--- config.mk ---
export PLATFORM = sky130hd
export DESIGN_NAME = sram_multiport
export DESIGN_NICKNAME = d
export VERILOG_FILES = /design/src/rtl/sram_pkg.sv /design/src/rtl/rr_arbiter.sv /design/src/rtl/sram_multiport.sv
export SDC_FILE = /design/constraint.sdc
export NUM_CORES = 1
export LEC_CHECK = 0
export ABC_AREA = 1
export BUFFER_PORTS_ARGS = -buffer_cell sky130_fd_sc_hd__buf_2
export CORE_MARGIN = 1.5
export CORE_UTILIZATION = 45
export DETAILED_ROUTE_END_ITERATION = 8
export PLACE_DENSITY_LB_ADDON = 0.12
export SETUP_SLACK_MARGIN = 0.2
export SLEW_MARGIN = 30
export SYNTH_ARGS = -nofsm -noshare
export SYNTH_HDL_FRONTEND = slang
export SYNTH_SLANG_ARGS = --single-unit
--- constraint.sdc ---
create_clock -name clk -period 1.6 [get_ports clk]
set_input_delay 0.16 -clock clk [delete_from_list [all_inputs] [get_ports clk]]
set_output_delay 0.16 -clock clk [all_outputs]
set_load 0.1 [all_outputs]
--- src/rtl/sram_pkg.sv ---
// Shared types and default widths for the multi-port SRAM front end.
package sram_pkg;

  localparam int unsigned SRAM_ADDR_W = 18;
  localparam int unsigned SRAM_DATA_W = 16;

  typedef enum logic [1:0] {
    StIdle,
    StSetup,
    StAccess,
    StFinish
  } sram_state_e;

endpackage

--- src/rtl/rr_arbiter.sv ---
// Combinational arbiter: round-robin from last_grant+1, or fixed lowest-index priority.
module rr_arbiter #(
  parameter int unsigned N_PORTS = 2,
  parameter int unsigned RR_MODE = 1,
  localparam int unsigned IDX_W  = (N_PORTS > 1) ? $clog2(N_PORTS) : 1
) (
  input  logic [N_PORTS-1:0] req,
  input  logic [IDX_W-1:0]   last_grant,
  output logic [N_PORTS-1:0] gnt,
  output logic [IDX_W-1:0]   gnt_idx,
  output logic               valid
);

  int unsigned cand;

  always_comb begin
    gnt     = '0;
    gnt_idx = '0;
    valid   = 1'b0;
    cand    = 0;
    for (int unsigned i = 0; i < N_PORTS; i++) begin
      // Candidate order wraps modulo N_PORTS; it never exceeds 2*N_PORTS-1.
      cand = ((RR_MODE != 0) ? 32'(last_grant) + 1 : 0) + i;
      if (cand >= N_PORTS) begin
        cand = cand - N_PORTS;
      end
      if (!valid && req[IDX_W'(cand)]) begin
        valid              = 1'b1;
        gnt_idx            = IDX_W'(cand);
        gnt[IDX_W'(cand)]  = 1'b1;
      end
    end
  end

endmodule

--- src/rtl/sram_multiport.sv ---
// Arbitrated multi-requester front end driving an asynchronous SRAM with registered strobes.
module sram_multiport
  import sram_pkg::*;
#(
  parameter int unsigned ADDR_W      = SRAM_ADDR_W,
  parameter int unsigned DATA_W      = SRAM_DATA_W,
  parameter int unsigned N_PORTS     = 2,
  parameter int unsigned WAIT_CYCLES = 1,
  parameter int unsigned RR_MODE     = 1
) (
  input  logic                      clk,
  input  logic                      reset,
  input  logic [N_PORTS-1:0]        req,
  input  logic [N_PORTS-1:0]        we,
  input  logic [N_PORTS*ADDR_W-1:0] addr,
  input  logic [N_PORTS*DATA_W-1:0] wdata,
  output logic [N_PORTS-1:0]        gnt,
  output logic [N_PORTS-1:0]        rvalid,
  output logic [DATA_W-1:0]         rdata,
  output logic                      busy,
  output logic [ADDR_W-1:0]         address_pins,
  output logic [DATA_W-1:0]         data_pins_out,
  input  logic [DATA_W-1:0]         data_pins_in,
  output logic                      data_pins_out_en,
  output logic                      OE,
  output logic                      WE,
  output logic                      CS
);

  localparam int unsigned IDX_W = (N_PORTS > 1) ? $clog2(N_PORTS) : 1;
  localparam int unsigned CNT_W = $clog2(WAIT_CYCLES + 1);

  sram_state_e        state_q, state_d;
  logic [CNT_W-1:0]   cnt_q, cnt_d;
  logic [IDX_W-1:0]   ptr_q, ptr_d;
  logic [N_PORTS-1:0] sel_q, sel_d;
  logic               wr_q, wr_d;
  logic [N_PORTS-1:0] gnt_q, gnt_d;
  logic [N_PORTS-1:0] rvalid_q, rvalid_d;
  logic [DATA_W-1:0]  rdata_q, rdata_d;
  logic [ADDR_W-1:0]  addr_q, addr_d;
  logic [DATA_W-1:0]  dout_q, dout_d;
  logic               oen_q, oen_d;
  logic               oe_q, oe_d;
  logic               we_n_q, we_n_d;
  logic               cs_q, cs_d;

  logic [N_PORTS-1:0] arb_gnt;
  logic [IDX_W-1:0]   arb_idx;
  logic               arb_valid;

  logic [ADDR_W-1:0] addr_arr  [N_PORTS];
  logic [DATA_W-1:0] wdata_arr [N_PORTS];

  for (genvar g = 0; g < N_PORTS; g++) begin : g_unpack
    assign addr_arr[g]  = addr[g*ADDR_W +: ADDR_W];
    assign wdata_arr[g] = wdata[g*DATA_W +: DATA_W];
  end

  rr_arbiter #(
    .N_PORTS (N_PORTS),
    .RR_MODE (RR_MODE)
  ) u_arb (
    .req        (req),
    .last_grant (ptr_q),
    .gnt        (arb_gnt),
    .gnt_idx    (arb_idx),
    .valid      (arb_valid)
  );

  always_comb begin
    state_d  = state_q;
    cnt_d    = cnt_q;
    ptr_d    = ptr_q;
    sel_d    = sel_q;
    wr_d     = wr_q;
    gnt_d    = '0;
    rvalid_d = '0;
    rdata_d  = rdata_q;
    addr_d   = addr_q;
    dout_d   = dout_q;
    oen_d    = oen_q;
    oe_d     = oe_q;
    we_n_d   = we_n_q;
    cs_d     = cs_q;
    case (state_q)
      StIdle, StFinish: begin
        oe_d   = 1'b1;
        we_n_d = 1'b1;
        if (arb_valid) begin
          state_d = StSetup;
          gnt_d   = arb_gnt;
          sel_d   = arb_gnt;
          ptr_d   = arb_idx;
          wr_d    = we[arb_idx];
          addr_d  = addr_arr[arb_idx];
          cs_d    = 1'b0;
          oen_d   = we[arb_idx];
          if (we[arb_idx]) begin
            dout_d = wdata_arr[arb_idx];
          end
        end else begin
          state_d = StIdle;
          cs_d    = 1'b1;
          oen_d   = 1'b0;
        end
      end
      StSetup: begin
        state_d = StAccess;
        cnt_d   = CNT_W'(WAIT_CYCLES - 1);
        if (wr_q) begin
          we_n_d = 1'b0;
        end else begin
          oe_d = 1'b0;
        end
      end
      StAccess: begin
        if (cnt_q == '0) begin
          state_d = StFinish;
          oe_d    = 1'b1;
          we_n_d  = 1'b1;
          if (!wr_q) begin
            rdata_d  = data_pins_in;
            rvalid_d = sel_q;
          end
        end else begin
          cnt_d = cnt_q - CNT_W'(1);
        end
      end
      default: state_d = StIdle;
    endcase
  end

  // Reset drops any in-flight access; the pointer starts at the last port so port 0 wins first.
  always_ff @(posedge clk) begin
    if (reset) begin
      state_q  <= StIdle;
      cnt_q    <= '0;
      ptr_q    <= IDX_W'(N_PORTS - 1);
      sel_q    <= '0;
      wr_q     <= 1'b0;
      gnt_q    <= '0;
      rvalid_q <= '0;
      rdata_q  <= '0;
      addr_q   <= '0;
      dout_q   <= '0;
      oen_q    <= 1'b0;
      oe_q     <= 1'b1;
      we_n_q   <= 1'b1;
      cs_q     <= 1'b1;
    end else begin
      state_q  <= state_d;
      cnt_q    <= cnt_d;
      ptr_q    <= ptr_d;
      sel_q    <= sel_d;
      wr_q     <= wr_d;
      gnt_q    <= gnt_d;
      rvalid_q <= rvalid_d;
      rdata_q  <= rdata_d;
      addr_q   <= addr_d;
      dout_q   <= dout_d;
      oen_q    <= oen_d;
      oe_q     <= oe_d;
      we_n_q   <= we_n_d;
      cs_q     <= cs_d;
    end
  end

  assign gnt              = gnt_q;
  assign rvalid           = rvalid_q;
  assign rdata            = rdata_q;
  assign busy             = (state_q != StIdle);
  assign address_pins     = addr_q;
  assign data_pins_out    = dout_q;
  assign data_pins_out_en = oen_q;
  assign OE               = oe_q;
  assign WE               = we_n_q;
  assign CS               = cs_q;

endmodule

Word level (Yosys, flattened, before mapping)
Index checks and enable logic that the tools add are counted.
Widths: inputs -> output; s select.
- flip-flop bits (word level): 65
- bits in latches: 0
- memory bits (writable): 0
- memory bits (read-only): 0
- input bits: 90
- output and inout port bits: 59
- word-level logic and storage cells: 91
- memories kept: 0
- $add $sub $neg: 5
- multipliers: 0
- divide/modulo/power cells: 0
- magnitude comparators: 8
- equality and inequality tests: 6
- shift operators: 0
- mux-type cells: 36
- bitwise gates (word level): 7
- reduce and logical (&&, ||, !) cells: 15
- operator list (cell ; count):
    $mux 18 ; 3
    $mux 16 ; 3
    $ge 32x2->1 const B ; 1
    $mux 1 ; 21
    $lt 1x2->1 const B ; 3
    $mux 2 ; 3
    $ne 2x2->1 const B ; 3
    $pmux 1 s3 ; 2
    $pmux 2 s3 ; 1
    $reduce_and 2->1 ; 3
    $reduce_and 3->1 ; 2
    $not 1->1 ; 5
    $eq 2x2->1 const B ; 2
    $ge 2x2->1 const B ; 2
    $reduce_bool 2->1 ; 2
    $reduce_or 4->1 ; 1
    $add 2x1->3 const B ; 1
    $logic_and 1x1->1 ; 3
    $reduce_or 3->1 ; 1
    $sub 1x1->1 const B ; 3
    $add 1x1->2 const B ; 1
    $demux 1 s1 ; 2
    $eq 2x1->1 const B ; 1
    $ge 1x1->1 const B ; 2
    6 further kinds ; 6

Depth between registers and ports, before layout
- word-level depth: 13
- mapped depth: 8
- mapped depth without buffers: 7

Modules after synthesis
Synthesis repeated with hierarchy kept, for this count alone.
- cells, all modules: 405
- area, all modules: 2755.1 um2
- modules (own cells, without submodules) (module ; instances ; cells an instance ; area an instance (um2)):
    sram_multiport ; 1 ; 398 ; 2725.1
    rr_arbiter ; 1 ; 7 ; 30.0

Least setup slack after synthesis
No wires, ideal clock.
- kind: reg2reg
- start: register state_q[0]
- end: register dout_q[10] (netlist: data_pins_out[10])
- setup time: 0.113 ns
- arrival time: 1.260 ns
- data required time: 1.487 ns
- setup slack: 0.227 ns
- stages on the path, launching flop included: 8
- path buffers: 1
- cell sequence: dfxtp_1 > inv_1 > ha_1 > nor2_4 > nand3_4 > buf_4 > nor2_1 > nor2_1
- longest elaborated chain between the ends: 3
- elaborated cells on any way between the ends: 4
- those cells by class: 1 x eq/ne; 3 x reduce/logical
- RTL lines (what ; RTL line ; RTL):
    start: declaration ; sram_multiport.sv:33 ; sram_state_e state_q, state_d;
    start signal: assignment ; sram_multiport.sv:137 ; state_q <= StIdle;
    start signal: assignment ; sram_multiport.sv:152 ; state_q <= state_d;
    $eq 2x2->1 or $logic_not 2->1 (tied branches) ; sram_multiport.sv:86 ; case (state_q)
    $reduce_or 2->1 * ; sram_multiport.sv:86 ;
    $reduce_and 3->1 (no line) * ; - ;
    end signal: assignment ; sram_multiport.sv:161 ; dout_q <= dout_d;
    end: declaration ; sram_multiport.sv:42 ; logic [DATA_W-1:0] dout_q, dout_d;
Every way passes the cells marked *; elsewhere a longest branch is shown, timed or not.
A chain may end at the register's enable or synchronous reset.

Worst setup path in the final report
- start: register state_q[0]
- end: register dout_q[12] (netlist: data_pins_out[12])
Same word-level chain as after synthesis.

==> results.md <==
- Core footprint: 5956 sq um
- Overflow after GRT: 0
- Min-delay worst type: in2reg
- Setup-failing EPs final: 0
- Dpl hpwl: 4813 um
- Crit-path max FO: 8
- Minimum clock period: 1.406 ns
- Clock buffer depth: 2
- Arrival time worst endpoint: 1.64 ns
- Vias in the first global route: 2,653
- DR pass1 iterations: 4
- Slew HR: 66.53%
- Root Driver: clkbuf_8
- Nets@finish: 671
- Mapped Area: 2791 sq um
- Final ANT Viol Nets: 0
- Clock buffer count from CTS: 9
- Die Area: 6685 sq um
- Non-filler cells, final: 658
- H-tree depth: 3
- F_max: 711.5 MHz
- CP Data Required Time: 1.83 ns
- Initial Utilization: 46.87%
- Initial antenna violation count: 0
- Sequential-to-total area share from yosys stat: 45.90%
- DRC: 0
- Status: finished, final reports clean
- Total of max-cap violations: 0
- First-pass GRT wire length: 11,570 um
- Largest cells by area after synthesis: dfxtp_1 (46%), nand2_1 (20%), nor2_1 (9.4%), o21ai_0 (6.1%), inv_1 (5.9%)
- Fin Setup TNS: 0 ns
- Crit path launch type: register
- Warnings from Yosys: 0
- RSZ-0062 raised after global routing: true
- CTS sink count: 64
- WL final: 7508 um
- Largest net degree at the start of global routing: 33
- Placed Instances: 626
- Rows: 28
- Worst-Skew Late Latency: 0.33 ns
- Via density: 4.661
- Global Route Usage Sum: 22.59%
- RePlAce Congestion: 0.7606
- Fin. max-slew vios: 0
- Gate Count Post-Synth: 418
- Post-Syn Nets: 511
- Place WS: 0.0003523 ns
- CTS tree: yes
- Fraction of layout cells with a size suffix above 1: 35.68%
- Port Buffers: 148
- Worst-path clk slew: 0.07 ns
- FF+latch count, synth: 64
- Via count: 3,067
- Critical path type: reg2reg
- Synth cell types: 21
- Final Worst Setup Slack: 0.1945 ns
- Antenna fix cells: 0
- Critical path capture point type: register
- Final Hold Violating Endpoints: 0
- Die Span Y: 81.76 um
- Chip width: 81.76 um
- Syn Area/Cell: 6.678 sq um
- Actual slew at the worst max-slew pin: 0.5055 ns
- Area Growth Syn to Fin: 48.23%
- Layout Skew: 0.006799 ns
- Initial DRC Count: 89
- Fin crit share: 87.85%
- Routed WL per cell: 11.41 um
- Top-area cell type share of the netlist area: 45.90%
- Hold Slack: 0.06812 ns
- Hold Buf Count CTS: 0
- Synth area leader: dfxtp_1
- Ports: 149
==> cell families (layout without fill, tap and decap cells) <==
group / after synthesis / in the layout / share of synthesized area, %
adder cells (fa/ha/maj): 3 / 3 / 1.345
AND/OR/NAND/NOR: 227 / 231 / 31.73
flip-flops: 64 / 64 / 45.90
buffers and inverters: 67 / 228 / 10.58
AO/OA/AOI/OAI: 57 / 57 / 10.44
==> metal layers <==
| layer | global-route usage, % | share of wire, % | vias to the layer above |
|---|---|---|---|
| li1 | - | - | 1592 |
| met1 | 26.51 | 43 | 1370 |
| met2 | 37.87 | 49 | 91 |
| met3 | 5.889 | 6.5 | 14 |
| met4 | 11.36 | 1.8 | 0 |
| met5 | 0 | 0 | - |
==> final timing paths <==
check	start	end	slack (ns)	cells past startpoint
setup / recovery	state_q[0]	data_pins_out[12]	0.19	8
hold / removal	addr[4]	address_pins[4]	0.07	3
setup reg to reg	state_q[0]	data_pins_out[12]	0.19	8
hold reg to reg	OE	OE	0.44	2
==> synthesized netlist by cell type, drive strengths merged <==
cell    number
dfxtp       64
clkbuf       6
o31a         1
ha           3
nand3        3
o21ai       35
buf         15
o22ai        2
nand2      152
clkinv       1
inv         45
nor2        72
a21oi       19
==> critical path, cell delays in order, from the launching register on <==
cell     delay [ns]
dfxtp_2        0.33
inv_2          0.05
ha_4           0.24
nor2_4         0.11
buf_12         0.15
buf_6          0.10
nand3_4        0.13
nor2_1         0.13
nor2_1         0.06
==> cell usage in the layout, fill, tap and decap left out, types with 2 or more instances in the layout <==
master / instances
inv_2: 2
o21ai_1: 4
o21ai_0: 31
buf_2: 147
nand3_4: 4
clkbuf_8: 9
nand2_2: 6
nor2_2: 4
dfxtp_1: 62
inv_1: 41
nor2_4: 2
buf_16: 2
buf_6: 2
a21oi_1: 19
buf_12: 5
dfxtp_2: 2
nand2_1: 145
nand3_2: 2
o22ai_1: 2
ha_1: 2
nor2_1: 66
bufinv_16: 4
clkinvlp_4: 3
buf_4: 10
==> registers in the layout (all words and copies together) (netlist names) <==
name and flops:
rvalid 2, ptr_q 1, rdata 16, data_pins_out_en 1
address_pins 18, WE 1, state_q 2, wr_q 1
sel_q 2, gnt 2, OE 1, CS 1
data_pins_out 16
==> repair_timing <==
| item | 4_1_cts | 5_1_grt |
|---|---|---|
| resized for setup | 13 | 17 |
| pin swaps | 2 | 3 |
| gates cloned | 5 | 1 |
| setup endpoints to repair | 41 | 37 |
| buffers inserted | 4 | 6 |
==> per-stage QoR <==
stage / util, % / instance area, sq um
3_3_place_gp: 60.00 / 3573
5_1_grt: 69.47 / 4138
2_1_floorplan: - / 2791
6_report: 69.47 / 4138
4_1_cts: 67.75 / 4035
3_5_place_dp: 60.00 / 3573
==> area by class of cell <==
cell class,instances,area [sq um]
Clock buffer,9,123.9
Clock inverter,7,143.9
Fill cell,531,1818
Inverter,46,178.9
Multi-Input combinational cell,291,1325
Sequential cell,64,1284
Tap cell,75,93.84
Timing Repair Buffer,166,988.4
Power is not shown: default switching activity piles up to over one toggle a cycle in this logic, so the estimate is an artifact.
